==> src/rtl/pio_hull_ctrl_out_if.sv <==
// Avalon-MM slave bus bundle for the hull control output PIO.
interface pio_hull_ctrl_out_if;
   logic [2:0]  address;
   logic        chipselect;
   logic        write_n;
   logic [31:0] writedata;
   logic [31:0] readdata;

   modport master (output address, chipselect, write_n, writedata, input readdata);
   modport slave  (input address, chipselect, write_n, writedata, output readdata);
endinterface

==> src/rtl/pio_hull_ctrl_out.sv <==
// Output PIO for hull motor-driver control lines: DATA with set/clear strobes, self-timed pulses,
// and an optional communication watchdog enabled by defining PIO_HULL_CTRL_WDT_EN.
module pio_hull_ctrl_out #(
   parameter int unsigned      WIDTH       = 8,
   parameter logic [WIDTH-1:0] RESET_VALUE = '0,
   parameter logic [WIDTH-1:0] SAFE_VALUE  = '0,
   parameter int unsigned      PULSE_LEN   = 16,
   parameter logic [31:0]      WDT_DEFAULT = '0
) (
   input  logic               clk,
   input  logic               reset_n,
   pio_hull_ctrl_out_if.slave bus,
   output logic [WIDTH-1:0]   out_port
);

   localparam int unsigned CW = $clog2(PULSE_LEN + 1);

   logic [WIDTH-1:0] data_q, data_d;
   logic [WIDTH-1:0] mask_q, mask_d;
   logic [CW-1:0]    pcnt_q, pcnt_d;
   logic [WIDTH-1:0] wd_c;
   logic             wr_c;
   logic             tripped_d;
   logic [31:0]      rd_c;

   assign wr_c = bus.chipselect && !bus.write_n;
   assign wd_c = bus.writedata[WIDTH-1:0];

   // DATA update and pulse timer; a new pulse write wins over expiry in the same cycle
   always_comb begin
      data_d = data_q;
      mask_d = mask_q;
      pcnt_d = pcnt_q;
      if (wr_c) begin
         case (bus.address)
            3'd0:    data_d = wd_c;
            3'd4:    data_d = data_q | wd_c;
            3'd5:    data_d = data_q & ~wd_c;
            default: data_d = data_q;
         endcase
      end
      if (wr_c && bus.address == 3'd1 && wd_c != '0) begin
         mask_d = mask_q | wd_c;
         pcnt_d = CW'(PULSE_LEN);
      end else if (pcnt_q != '0) begin
         pcnt_d = pcnt_q - CW'(1);
         if (pcnt_q == CW'(1)) mask_d = '0;
      end
   end

`ifdef PIO_HULL_CTRL_WDT_EN
   logic [31:0] reload_q, reload_d;
   logic [31:0] wcnt_q, wcnt_d;
   logic        tripped_q;
   logic        kick_c;
   logic        clr_c;

   assign kick_c = wr_c && (bus.address inside {3'd0, 3'd1, 3'd2, 3'd4, 3'd5});
   assign clr_c  = wr_c && bus.address == 3'd3 && bus.writedata[0];

   // Watchdog: status clear beats expiry, any kick reloads, trip is sticky
   always_comb begin
      reload_d  = (wr_c && bus.address == 3'd2) ? bus.writedata : reload_q;
      wcnt_d    = wcnt_q;
      tripped_d = tripped_q;
      if (clr_c) begin
         tripped_d = 1'b0;
         wcnt_d    = reload_q;
      end else if (kick_c) begin
         wcnt_d = reload_d;
      end else if (reload_q != 32'd0 && !tripped_q) begin
         wcnt_d = (wcnt_q == 32'd0) ? 32'd0 : wcnt_q - 32'd1;
         if (wcnt_q <= 32'd1) tripped_d = 1'b1;
      end
   end

   always_ff @(posedge clk or negedge reset_n) begin
      if (!reset_n) begin
         reload_q  <= WDT_DEFAULT;
         wcnt_q    <= WDT_DEFAULT;
         tripped_q <= 1'b0;
      end else begin
         reload_q  <= reload_d;
         wcnt_q    <= wcnt_d;
         tripped_q <= tripped_d;
      end
   end
`else
   logic unused_c;

   assign tripped_d = 1'b0;
   assign unused_c  = ^{bus.writedata, WDT_DEFAULT};
`endif

   // Read mux sampled every cycle from current register state
   always_comb begin
      rd_c = 32'd0;
      case (bus.address)
         3'd0:    rd_c = 32'(data_q);
         3'd1:    rd_c = 32'(mask_q);
`ifdef PIO_HULL_CTRL_WDT_EN
         3'd2:    rd_c = reload_q;
         3'd3:    rd_c = {31'd0, tripped_q};
`endif
         default: rd_c = 32'd0;
      endcase
   end

   always_ff @(posedge clk or negedge reset_n) begin
      if (!reset_n) begin
         data_q       <= RESET_VALUE;
         mask_q       <= '0;
         pcnt_q       <= '0;
         out_port     <= RESET_VALUE;
         bus.readdata <= 32'd0;
      end else begin
         data_q       <= data_d;
         mask_q       <= mask_d;
         pcnt_q       <= pcnt_d;
         out_port     <= tripped_d ? SAFE_VALUE : (data_d | mask_d);
         bus.readdata <= rd_c;
      end
   end

endmodule
==> src/flat_wrapper.sv <==
// flat-port wrapper written by rule: the top's interface ports become plain ports
module pio_hull_ctrl_out_flat 
#(
   parameter int unsigned      WIDTH       = 8,
   parameter logic [WIDTH-1:0] RESET_VALUE = '0,
   parameter logic [WIDTH-1:0] SAFE_VALUE  = '0,
   parameter int unsigned      PULSE_LEN   = 16,
   parameter logic [31:0]      WDT_DEFAULT = '0
)
  (clk, reset_n, out_port, bus_address, bus_chipselect, bus_write_n, bus_writedata, bus_readdata);
  pio_hull_ctrl_out_if bus_i ();
  input  logic clk;
  input  logic reset_n;
  output logic [WIDTH-1:0] out_port;
  input wire logic [$bits(bus_i.address)-1:0] bus_address;
  input wire logic [$bits(bus_i.chipselect)-1:0] bus_chipselect;
  input wire logic [$bits(bus_i.write_n)-1:0] bus_write_n;
  input wire logic [$bits(bus_i.writedata)-1:0] bus_writedata;
  output wire logic [$bits(bus_i.readdata)-1:0] bus_readdata;
  assign bus_i.address = bus_address;
  assign bus_i.chipselect = bus_chipselect;
  assign bus_i.write_n = bus_write_n;
  assign bus_i.writedata = bus_writedata;
  assign bus_readdata = bus_i.readdata;
  pio_hull_ctrl_out #(.WIDTH(WIDTH), .RESET_VALUE(RESET_VALUE), .SAFE_VALUE(SAFE_VALUE), .PULSE_LEN(PULSE_LEN), .WDT_DEFAULT(WDT_DEFAULT)) u_core (.clk(clk), .reset_n(reset_n), .bus(bus_i), .out_port(out_port));
endmodule
==> config.mk <==
export PLATFORM = sky130hd
export DESIGN_NAME = pio_hull_ctrl_out_flat
export DESIGN_NICKNAME = d
export VERILOG_FILES = /design/src/rtl/pio_hull_ctrl_out_if.sv /design/src/rtl/pio_hull_ctrl_out.sv /design/src/flat_wrapper.sv
export SDC_FILE = /design/constraint.sdc
export NUM_CORES = 1
export LEC_CHECK = 0
export ABC_AREA = 1
export BUFFER_PORTS_ARGS = -buffer_cell sky130_fd_sc_hd__buf_2
export CORE_UTILIZATION = 35
export CTS_BUF_LIST = sky130_fd_sc_hd__clkbuf_8
export CTS_CLUSTER_DIAMETER = 120
export DETAILED_ROUTE_END_ITERATION = 16
export GPL_ROUTABILITY_DRIVEN = 0
export MAX_ROUTING_LAYER = met4
export PLACE_DENSITY = 0.67
export SETUP_SLACK_MARGIN = 0.5
export SLEW_MARGIN = 30
export SYNTH_ARGS = -nofsm -noshare
export SYNTH_HDL_FRONTEND = slang
export SYNTH_SLANG_ARGS = --single-unit
==> constraint.sdc <==
create_clock -name clk -period 2.6 [get_ports clk]
set_input_delay 0.39 -clock clk [delete_from_list [all_inputs] [get_ports clk]]
set_output_delay 0.39 -clock clk [all_outputs]
set_load 0.005 [all_outputs]
==> metrics.txt, run 1 <==
Least-Margin Pin Slew 0.806 ns; count of cells resized by post-cts repair 0; setup slack after placement ~0.91 ns; Maximum Capacitance Violations 0; horizontal extent of the die 76.6 um; Critical Path RT 2.78 ns; fraction of post-synthesis cell area in the top cell type by area 47.5%; FP Rows 26; pwr/cell area 701 nW/um^2; post-layout min period 1.70 ns; Post-Route M1 WL 1650 um; Max-Slew Margin vs Limit between 40 and 50%; initial cell density of the core approximately 37%; count of unique library cells instantiated by Yosys 22; unrepaired setup endpoints after global routing no; critical path capture point type flop; gate count of the mapped netlist 240; top-level I/O count 79; cells taking the most area after synthesis sky130_fd_sc_hd__dfrtp_1 (48%), sky130_fd_sc_hd__buf_4 (9.2%), sky130_fd_sc_hd__nand2_1 (9.1%); number of diodes 0; cell with the largest stage delay on the worst path sky130_fd_sc_hd__nand4_1; top layer reached by signal wires met4; hpwl dp approximately 2700 um; gate family responsible for the most delay along the worst path simple AND/OR/NAND/NOR gates; number of nets with antenna violations after detailed routing 0; cell area after technology mapping 1950 sq um; Yosys reg bits 37; Initial DRC Count between 40 and 50; status completed; share of post-route cells with drive strength above 1 21.9%; Buf/Inv on CP 2; first-pass GRT wire length 6660 um; Routed met3 length 213 um; period utilisation layout between 60% and 70%; count leader, synth sky130_fd_sc_hd__nand2_1; H-tree depth 2; setup tns final 0 ns; wire length reported by the detailed router 3870 um; Longest Clk Path Bufs 2; area growth from synthesis to final layout 11.2%; Die Area 5870 sq um; worst skew pair latency 0.29 ns; share of the core filled with cells in the final layout 41.4%; maximum clock frequency 589 MHz; wire length per cell after detailed routing 11.3 um; maximum vdd ir drop 0.000359 V; dominant cell type by area after synthesis sky130_fd_sc_hd__dfrtp_1; Net count, final about 320; clock root cell sky130_fd_sc_hd__clkbuf_8; via count of the first global-routing pass 1,485; Crit path arrival time 1.88 ns; fin. max-slew vios 0; area of all placed cells without fillers around 2200 sq um; DRC violation count after routing 0; mean cell area of the mapped netlist around 8 sq um; CTS clock-pin slew for the worst setup and hold paths 0.07 ns; peak fanout along the critical path 8; die outline height 76.6 um; largest net degree at the start of global routing 38; Top FF cell, synth sky130_fd_sc_hd__dfrtp_1; total of warnings raised by yosys 0; cells traversed along the worst timing path inv_1 -> ha_1 -> inv_1 -> nand4_1 -> nand2_1 -> nand2_2 -> nand2_2 -> nand2_1; TritonCTS clock tree done; wire length on met2 approximately 2000 um; number of port buffers 30; first-pass iteration count of the detailed router 5; EDFF count, synth 0; global-route usage over all layers 15.3%; proportion of synthesized chip area in sequential cells a little under half; Leakage 1.35 nW; post-route clock skew 0.00226 ns; number of setup violations in the final report 0; Hold Crit Class in2async; minimum setup slack in the final design around 0.90 ns; Final Hold Slack 0.186 ns; number of antenna violations at the first check in global routing 0; number of sinks handled by clock tree synthesis 37; kind of critical path reg2reg; vias after detailed routing around 1,500; # Post-CTS Setup Buffers 0; Crit path largest cell delay ~0.42 ns; startpoint class of the critical path flop; cts hold-fix bufs 0; overall overflow remaining after global route 0; via density per instance 4.27; CTS Buf Count 5; instance area after placement around 2100 sq um; share of flip-flops with an asynchronous set or reset 100%; final number of hold-violating endpoints 0; core area 5240 sq um; most frequent cells after synthesis sky130_fd_sc_hd__nand2_1 (47), sky130_fd_sc_hd__inv_1 (38), sky130_fd_sc_hd__dfrtp_1 (37), sky130_fd_sc_hd__nand3_1 (26), sky130_fd_sc_hd__buf_4 (24)
[flip-flops by register name, summed over array words and instances, names as in the netlist]
register and cells:
u_core.mask_q 8, u_core.out_port 8, u_core.pcnt_q 5, u_core.bus.readdata 8, u_core.data_q 8
[path summary, 6_finish.rpt]
check / from / endpoint / slack [ns] / cells after the start
max: u_core.pcnt_q[0] / u_core.out_port[5] / 0.90 / 8
min: reset_n / u_core.out_port[5] / 0.19 / 1
max reg2reg: u_core.pcnt_q[0] / u_core.out_port[5] / 0.90 / 8
min reg2reg: u_core.data_q[3] / u_core.data_q[3] / 0.50 / 2
max in group asynchronous: reset_n / u_core.mask_q[7] / 1.91 / 1
min in group clk: bus_writedata[7] / u_core.mask_q[7] / 0.40 / 5
[cell type report]
class | instances | area (sq um)
clock buffer | 7 | 96.3
multi-input combinational | 158 | 747
timing repair buffer | 30 | 150
sequential | 37 | 926
clock inverter | 1 | 5.00
tap | 70 | 87.6
inverter | 41 | 154
fill | 529 | 3070
[cells by family (layout without fill, tap and decap cells)]
group / Yosys count / in the layout / synth area share (%)
fa+ha+maj: 3 / 3 / 1.93
compound gates: 12 / 12 / 3.66
buf+inv: 68 / 79 / 18.6
xor+xnor: 2 / 2 / 0.899
simple gates: 117 / 117 / 27.2
flops: 37 / 37 / 47.5
other cells: 1 / 24 / 0.192
[through the flow]
stage | std cells | total power, mW
floorplan | 263 | 0.998
global placement | 336 | 1.07
detailed placement | 336 | 1.09
CTS | 344 | 1.54
global route | 344 | 1.62
finish | 344 | 1.52
[metal layers]
metal,global-route usage [%],up-vias
met1,17.1,683
li1,-,742
met4,5.38,0
met3,5.03,7
met5,-,-
met2,25.7,38
[power breakdown]
part	internal [mW]	switching, mW	total [mW]
Sequential	0.675	0.0514	0.726
Combinational	0.134	0.218	0.352
Clock	0.239	0.201	0.441
Total	1.05	0.470	1.52
[cell usage in the layout, fill, tap and decap left out, types with 2 or more instances in the layout]
master                     netlist  layout
sky130_fd_sc_hd__clkbuf_8        0       7
sky130_fd_sc_hd__nand4_1         2       2
sky130_fd_sc_hd__nand2_1        47      47
sky130_fd_sc_hd__a21oi_1         9       9
sky130_fd_sc_hd__nor2_1         22      22
sky130_fd_sc_hd__ha_1            3       3
sky130_fd_sc_hd__conb_1          1      24
sky130_fd_sc_hd__buf_2           1      30
sky130_fd_sc_hd__nor2_2          3       3
sky130_fd_sc_hd__xor2_1          2       2
sky130_fd_sc_hd__inv_1          38      38
sky130_fd_sc_hd__nand3_1        26      26
sky130_fd_sc_hd__inv_2           3       3
sky130_fd_sc_hd__dfrtp_1        37      37
sky130_fd_sc_hd__nand2_2        14      14
No activity file was read; power rests on OpenSTA's default activity.
==> run 2, diff against run 1 <==
==> constraint.sdc (replaced) <==
create_clock -name clk -period 1.7 [get_ports clk]
set_input_delay 0.255 -clock clk [delete_from_list [all_inputs] [get_ports clk]]
set_output_delay 0.255 -clock clk [all_outputs]
set_load 0.005 [all_outputs]
==> metrics.txt, run 2 (synthesis gave the netlist of run 1 again) <==
status completed (unchanged); kind of critical path reg2reg (unchanged); area growth from synthesis to final layout 16.7% (was 11.2%); number of nets with antenna violations after detailed routing 0 (unchanged); via count of the first global-routing pass 1,495 (was 1,485); CTS Buf Count 5 (unchanged); post-route clock skew 0.00640 ns (was 0.00226 ns); commonest non-fill, non-tap cells in the layout sky130_fd_sc_hd__nand2_1 (43), sky130_fd_sc_hd__inv_1 (38), sky130_fd_sc_hd__dfrtp_1 (37) (was sky130_fd_sc_hd__nand2_1 (47), sky130_fd_sc_hd__inv_1 (38), sky130_fd_sc_hd__dfrtp_1 (37)); proportion of power drawn by combinational gates 28.5% (was 23.2%); Crit path arrival time 1.50 ns (was 1.88 ns); fin. max-slew vios 0 (unchanged); wire length reported by the detailed router 3920 um (was 3870 um); Internal Power 1.61 mW (was 1.05 mW); horizontal extent of the die 76.6 um (unchanged); peak fanout along the critical path 3 (was 8); Net count, final 326 (was 315); hpwl dp 2670 um (was 2660 um); clock root cell sky130_fd_sc_hd__clkbuf_8 (unchanged); H-tree depth 2 (unchanged); startpoint of the worst register-to-register path u_core.pcnt_q[0] (unchanged); maximum clock frequency 757 MHz (was 589 MHz); initial cell density of the core 37.2% (unchanged); Sequential Power Share 47.6% (was 47.8%); share of power burned in the clock network 23.9% (was 29.0%); critical path capture point type flop (unchanged); Die Area 5870 sq um (unchanged); share of the core filled with cells in the final layout 43.4% (was 41.4%); final non-filler cell total 355 (was 344); Initial DRC Count 137 (was 49); Maximum Capacitance Violations 0 (unchanged); first-pass GRT wire length 6690 um (was 6660 um); wire length per cell after detailed routing 11.1 um (was 11.3 um); top-level I/O count 79 (unchanged); number of setup violations in the final report 0 (unchanged); FP Rows 26 (unchanged); switching power 0.737 mW (was 0.470 mW); worst skew pair latency 0.29 ns (about the same); number of antenna violations at the first check in global routing 0 (unchanged); post-layout min period 1.32 ns (was 1.70 ns); Longest Clk Path Bufs 2 (unchanged); largest net degree at the start of global routing 20 (was 38); CP startpoint u_core.pcnt_q[0] (unchanged); Hold Crit Class in2reg (was in2async); startpoint of the most critical hold path bus_writedata[2]; Leakage 1.41 nW (was 1.35 nW); unrepaired setup endpoints after global routing yes (was no); area of all placed cells without fillers 2270 sq um (was 2170 sq um); Cell Count Post-Placement 342 (was 336); instance area after placement 2130 sq um (was 2060 sq um); core area 5240 sq um (unchanged); startpoint class of the critical path flop (unchanged); die outline height 76.6 um (unchanged); DRC violation count after routing 0 (unchanged); number of port buffers 30 (unchanged); via density per instance 4.32 (was 4.27); setup slack after placement 0.350 ns (was 0.905 ns); number of sinks handled by clock tree synthesis 37 (unchanged); TritonCTS clock tree done (unchanged); number of diodes 0 (unchanged); vias after detailed routing 1,535 (was 1,470); most common cell after layout, fill and taps aside sky130_fd_sc_hd__nand2_1 (unchanged); pwr/cell area 1030 nW/um^2 (was 701 nW/um^2); period utilisation layout 77.7% (was 65.3%); net switching fraction of the power 31.4% (was 31.0%); setup tns final 0 ns (unchanged); first-pass iteration count of the detailed router 4 (was 5); overall overflow remaining after global route 0 (unchanged); minimum setup slack in the final design 0.378 ns (was 0.902 ns); CTS clock-pin slew for the worst setup and hold paths 0.07 ns (about the same); final number of hold-violating endpoints 0 (unchanged); Critical Path RT 1.88 ns (was 2.78 ns); global-route usage over all layers 15.2% (was 15.3%); maximum vdd ir drop 0.000432 V (was 0.000359 V); share of post-route cells with drive strength above 1 27.0% (was 21.9%)
## run 2: cell count changes in the layout (fill, tap and decap cells not counted), sizes merged
cell and delta:
dlygate4sd3 +1, inv +3, clkinv -1, buf +10, clkbuf -2
## run 2: timing repair
item                       CTS  global route
setup buffers                3             1
resized for setup            4             4
hold endpoints to repair    18             0
pin swaps                    3             4
hold buffers                 1             0
setup endpoints to repair   20            21
## run 2: power by group through the flow
stage / clock network (mW) / logic [mW] / registers [mW]
4_1_cts: 0.580 / 0.652 / 1.12
5_1_grt: 0.623 / 0.782 / 1.14
3_5_place_dp: 0 / 0.582 / 1.13
6_report: 0.560 / 0.669 / 1.12
3_3_place_gp: 0 / 0.558 / 1.13
2_1_floorplan: 0 / 0.435 / 1.12
## run 2: layout make-up
type                    instances  area (sq um)
well taps                      70          87.6
clock buffers                   5          68.8
repair buffers                 41           251
multi-input cells             158           774
flip-flops and latches         37           926
clock inverters                 3          11.3
inverters                      41           154
fillers                       551          2960
## run 2: worst paths after layout
| check | to | slack [ns] | cells after the start |
|---|---|---|---|
| hold reg to reg | u_core.data_q[3] | 0.50 | 2 |
| max in group asynchronous | u_core.data_q[2] | 0.81 | 3 |
| setup / recovery | u_core.pcnt_q[2] | 0.38 | 6 |
| min in group asynchronous | u_core.out_port[6] | 0.44 | 2 |
| hold / removal | u_core.mask_q[2] | 0.27 | 5 |
| setup reg to reg | u_core.pcnt_q[2] | 0.38 | 6 |
## run 2: metrics by stage
step	total power, mW	hold slack [ns]
after floorplan	1.56	-0.0406
after global placement	1.69	0.230
after detailed placement	1.71	0.229
after global routing	2.54	0.290
final	2.35	0.275
after CTS	2.35	0.272
## run 2: worst max-delay path, stage by stage, from the launching register on
cell,delay [ns]
sky130_fd_sc_hd__dfrtp_1,0.38
sky130_fd_sc_hd__inv_2,0.06
sky130_fd_sc_hd__buf_4,0.13
sky130_fd_sc_hd__buf_4,0.13
sky130_fd_sc_hd__ha_2,0.19
sky130_fd_sc_hd__xor2_1,0.14
sky130_fd_sc_hd__and3_1,0.18
## run 2: layer usage
| layer | GRT usage, % | share of wire [%] | vias to the layer above |
|---|---|---|---|
| li1 | - | - | 764 |
| met1 | 18.7 | 45 | 711 |
| met2 | 23.1 | 47 | 53 |
| met3 | 2.99 | 5.0 | 7 |
| met4 | 9.04 | 2.0 | 0 |
| met5 | - | 0 | - |
